File: src/rtl/carry_bypass_adder_base_pkg.sv
// rtl/carry_bypass_adder_base_pkg.sv - shared block-width defaults for the carry-bypass adder family
//
// Purpose: single place for the default block width (`BLOCK_LEN) and the
// width localparams shared by the base block and the multi-block adders
// built from it.
// Ports: none (package).

`ifndef BLOCK_LEN
`define BLOCK_LEN 4
`endif

package carry_bypass_adder_base_pkg;

    // Default width of one carry-bypass block.
    localparam int CBA_BLOCK_LEN = `BLOCK_LEN;

    // Width of the {carry-out, sum} result for a block of the given width.
    function automatic int cba_result_width(input int block_len);
        return block_len + 1;
    endfunction

endpackage

File: src/rtl/cba_full_adder.sv
// rtl/cba_full_adder.sv - one-bit full adder cell exposing propagate and generate
//
// Purpose: bit cell of the carry-bypass block.
// Ports:
//   a, b : addend bits
//   ci   : carry into this bit
//   s    : sum bit, p ^ ci
//   p    : bit propagate, a ^ b
//   g    : bit generate, a & b
//   co   : carry out of this bit, g | (p & ci)

module cba_full_adder (
    input  logic a,
    input  logic b,
    input  logic ci,
    output logic s,
    output logic p,
    output logic g,
    output logic co
);

    assign p  = a ^ b;
    assign g  = a & b;
    assign s  = p ^ ci;
    assign co = g | (p & ci);

endmodule

File: src/rtl/carry_bypass_adder_base.sv
// rtl/carry_bypass_adder_base.sv - one registered carry-bypass (carry-skip) adder block
//
// Purpose: {cout, sum} = a + b + cin for one BLOCK_LEN-bit block. The carry
// chain is combinational; the result is registered, giving a one-cycle latency.
// Ports:
//   clk  : clock, all state updates on posedge
//   rst  : asynchronous active-high reset, clears sum and cout
//   a, b : unsigned addends, BLOCK_LEN bits
//   cin  : carry into bit 0
//   sum  : registered sum, BLOCK_LEN bits
//   cout : registered block carry-out

module carry_bypass_adder_base
    import carry_bypass_adder_base_pkg::*;
#(
    parameter int BLOCK_LEN = CBA_BLOCK_LEN
) (
    input  logic                 clk,
    input  logic                 rst,
    input  logic [BLOCK_LEN-1:0] a,
    input  logic [BLOCK_LEN-1:0] b,
    input  logic                 cin,
    output logic [BLOCK_LEN-1:0] sum,
    output logic                 cout
);

    localparam int RES_W = cba_result_width(BLOCK_LEN);

    logic [BLOCK_LEN-1:0] s;
    logic [BLOCK_LEN-1:0] p;
    // Generate bits are consumed inside each cell's carry equation only.
    logic [BLOCK_LEN-1:0] unused_g;
    logic                 ripple_carry;
    logic                 block_p;
    logic                 cout_next;
    logic [RES_W-1:0]     result_q;

    // Each cell keeps its own ci/co so the ripple chain is a plain
    // cell-to-cell connection rather than a self-referencing vector.
    for (genvar i = 0; i < BLOCK_LEN; i++) begin : g_bit
        logic ci;
        logic co;

        if (i == 0) begin : g_first
            assign ci = cin;
        end else begin : g_rest
            assign ci = g_bit[i-1].co;
        end

        cba_full_adder u_fa (
            .a  (a[i]),
            .b  (b[i]),
            .ci (ci),
            .s  (s[i]),
            .p  (p[i]),
            .g  (unused_g[i]),
            .co (co)
        );
    end

    assign ripple_carry = g_bit[BLOCK_LEN-1].co;

    // When every bit propagates, the block carry-out is cin itself, so the
    // skip leg bypasses the ripple chain. Both legs are always driven.
    assign block_p   = &p;
    assign cout_next = block_p ? cin : ripple_carry;

    always_ff @(posedge clk or posedge rst) begin
        if (rst) begin
            result_q <= '0;
        end else begin
            result_q <= {cout_next, s};
        end
    end

    assign sum  = result_q[BLOCK_LEN-1:0];
    assign cout = result_q[RES_W-1];

endmodule

File: config.mk
export PLATFORM = sky130hd
export DESIGN_NAME = carry_bypass_adder_base
export DESIGN_NICKNAME = d
export VERILOG_FILES = /design/src/rtl/carry_bypass_adder_base_pkg.sv /design/src/rtl/cba_full_adder.sv /design/src/rtl/carry_bypass_adder_base.sv
export SDC_FILE = /design/constraint.sdc
export NUM_CORES = 1
export LEC_CHECK = 0
export CAP_MARGIN = 20
export CORE_AREA = 2 2 39 41
export DETAILED_ROUTE_END_ITERATION = 8
export DIE_AREA = 0 0 41 43
export GPL_TIMING_DRIVEN = 0
export PLACE_DENSITY = 0.53
export SYNTH_ARGS = -nofsm -noshare
export SYNTH_HDL_FRONTEND = slang
export SYNTH_SLANG_ARGS = --single-unit
File: constraint.sdc
create_clock -name clk -period 0.8 [get_ports clk]
set_clock_uncertainty 0.2 [all_clocks]
set_input_delay 0.16 -clock clk [delete_from_list [all_inputs] [get_ports clk]]
set_output_delay 0.16 -clock clk [all_outputs]
set_load 0.005 [all_outputs]
==> impl_metrics.py <==
metrics = {
    "run_status": {
        "status": "complete, but fails checks",
        "violations": "negative hold slack, negative setup slack",
    },
    "logic_synthesis": {
        "ys_ff_latch": 5,
        "syn_avg_cell_area_sq_um": 12.36,
        "syn_area_sq_um": 309.0,
        "yosys_warnings": 0,
        "yosysUniqueCellTypes": 6,
        "synth_fp_nets": 44,
        "yosysSeqAreaShare": 0.4049,
        "syn_inst": 25,
    },
    "detailed_routing": {
        "vias": 229,
        "drc": 0,
        "ant_nets": 0,
        "first_iter_violations": 0,
        "firstDrtPassIters": 1,
        "vias_per_cell": 3.754,
        "wl_um": 587,
        "wire_per_inst_um": 9.623,
    },
    "final_layout": {
        "fill_cells": 151,
        "largest_reg_flops": 5,
        "syn_to_final_growth_pct": 69.64,
        "utilization": 0.3788,
        "reg_top3": "result_q (5)",
        "multi_input_area_sq_um": 156.4,
        "seqCellArea_sq_um": 125.1,
        "nNetsFinal": 65,
        "drive_above_1_share": 0.4889,
        "largest_register": "result_q",
        "n_antenna_cell": 0,
    },
    "clock_tree": {
        "cts-root-buf": "clkbuf_4",
        "tritoncts": "built",
        "clock-sinks": 5,
        "htreeDepth": 1,
        "cts_buffer_depth": 2,
        "cts_inserted_buffers": 3,
        "cts.reportedPaths.clkPinSlew_ps": 40,
    },
    "timing": {
        "tightestPinTransition_ps": 155.5,
        "setup_viol": 10,
        "rsz0062_at_grt": "yes",
        "finalHoldViolCount": 5,
        "timing.hold.ws_ps": -81.80,
        "slew_headroom": 0.8933,
        "setup_ws_ps": -966.0,
        "min_period_ps": 1766,
        "fmax_ghz": 0.5662,
        "drv_slew": 0,
        "period_share": 2.208,
    },
    "critical_path": {
        "crit_top_cell": "fa_2",
        "worstSetupEndpointType": "flip-flop",
        "crit_fanout": 2,
        "cpMaxStageDelayCell": "fa_2",
        "arrival_ps": 1740,
        "crit_buf_inv": 5,
        "max_stage_delay_ps": 430,
        "cp-start-kind": "primary input",
        "critPathTopFamily": "adder cells",
        "path_cells": "buf_8 > clkinv_8 > fa_2 > inv_2 > fa_2 > fa_2 > inv_2 > fa_2 > inv_2",
        "worstPathRequired_ps": 780,
        "worstSetupPathType": "in2reg",
    },
    "power": {
        "power_uw": 803.7,
        "power.density_nw_per_um2": 1533,
        "peakVddDrop_v": 0.0003892,
        "leakagePower_nw": 0.2659,
    },
    "die": {
        "die_w_um": 41,
        "core_sq_um": 1384,
        "start_util": 0.2233,
        "die_h_um": 43,
        "die_area_sq_um": 1763,
        "rows": 14,
        "pin_count": 16,
    },
    "global_route": {
        "grt_antenna_before_repair": 0,
        "grtUsageTotal": 0.08300,
        "grt_overflow": 0,
        "grt_pass1_wl_um": 917,
        "grt_max_degree": 6,
        "grt_pass1_vias": 265,
    },
    "placement": {
        "io_buffers": 15,
        "dpl.hpwl_um": 528,
        "place.gp.congestion": 0.6494,
    },
    "worst_hold_path": {
        "hold_class": "in2async",
    },
    "run": {
        "drv_cap": 0,
    },
}
-- Yosys cell counts, drive strengths merged --
master   n  area (sq um)
inv     10         37.54
mux2i    1         10.01
fa       4         80.08
ha       4         50.05
dfrtp    5         125.1
nand4    1         6.260
-- final timing paths --
path | from | endpoint | slack [ps] | cells past startpoint
worst max-delay path | a[0] | result_q[3]$_DFF_PP0_ | -970 | 9
worst min-delay path | rst | result_q[1]$_DFF_PP0_ | -80 | 2
max in group asynchronous | rst | result_q[4]$_DFF_PP0_ | 310 | 2
min in group clk | cin | result_q[4]$_DFF_PP0_ | 70 | 4
-- cells in the final DEF, fill, tap and decap left out, drive strengths merged --
cell	Yosys	final
buf	0	9
inv	10	9
clkdlybuf4s50	0	5
dfrtp	5	5
fa	4	4
ha	4	4
clkbuf	0	4
dlygate4sd2	0	2
nand4	1	1
mux2i	1	1
clkinv	0	1
-- per-layer routing --
metal  wire (um)  GRT usage  part of all wire  up-vias
met5           0          0                 0        -
met4           0    0.08000                 0        0
met3          68    0.01571              0.12        0
met2         335     0.1406              0.57       14
met1         183    0.07261              0.31      107
li1            -          -                 -      108
-- through the flow --
stage                     worst slack, ps  cell area [sq um]  cells  TNS (ps)  hold slack, ps
after floorplan                     -1055              326.6     25     -3450          -261.5
after global placement              -1703              496.7     56     -8519           164.8
after detailed placement            -1730              496.7     56     -8657           178.0
after CTS                           -1038              513.0     61     -4578          -82.28
after global routing                -1005              524.3     61     -4671          -48.33
final                              -966.0              524.3     61     -4368          -81.80
-- where the power goes --
part | internal, mW | total [mW] | switching (mW)
logic | 0.121 | 0.216 | 0.0955
registers | 0.296 | 0.305 | 0.00903
clock network | 0.188 | 0.283 | 0.0947
total | 0.604 | 0.804 | 0.199
-- logic make-up after synthesis --
group	synth area share
buffers and inverters	0.1215
muxes	0.03239
DFF	0.4049
adders and majority gates	0.4211
and+or+nand+nor	0.02026
-- area by class of cell --
type / count / area share
well taps: 16 / 0.03819
repair buffers: 16 / 0.2697
inverters: 10 / 0.1050
multi-input cells: 10 / 0.2983
clock buffers: 4 / 0.05012
flip-flops and latches: 5 / 0.2387
-- repair_timing --
item,CTS,global route
setup buffers,1,0
pin swaps,4,4
setup endpoints to repair,10,10
hold endpoints to repair,5,5
gates resized for setup,40,3
No activity file was read; power rests on OpenSTA's default activity.
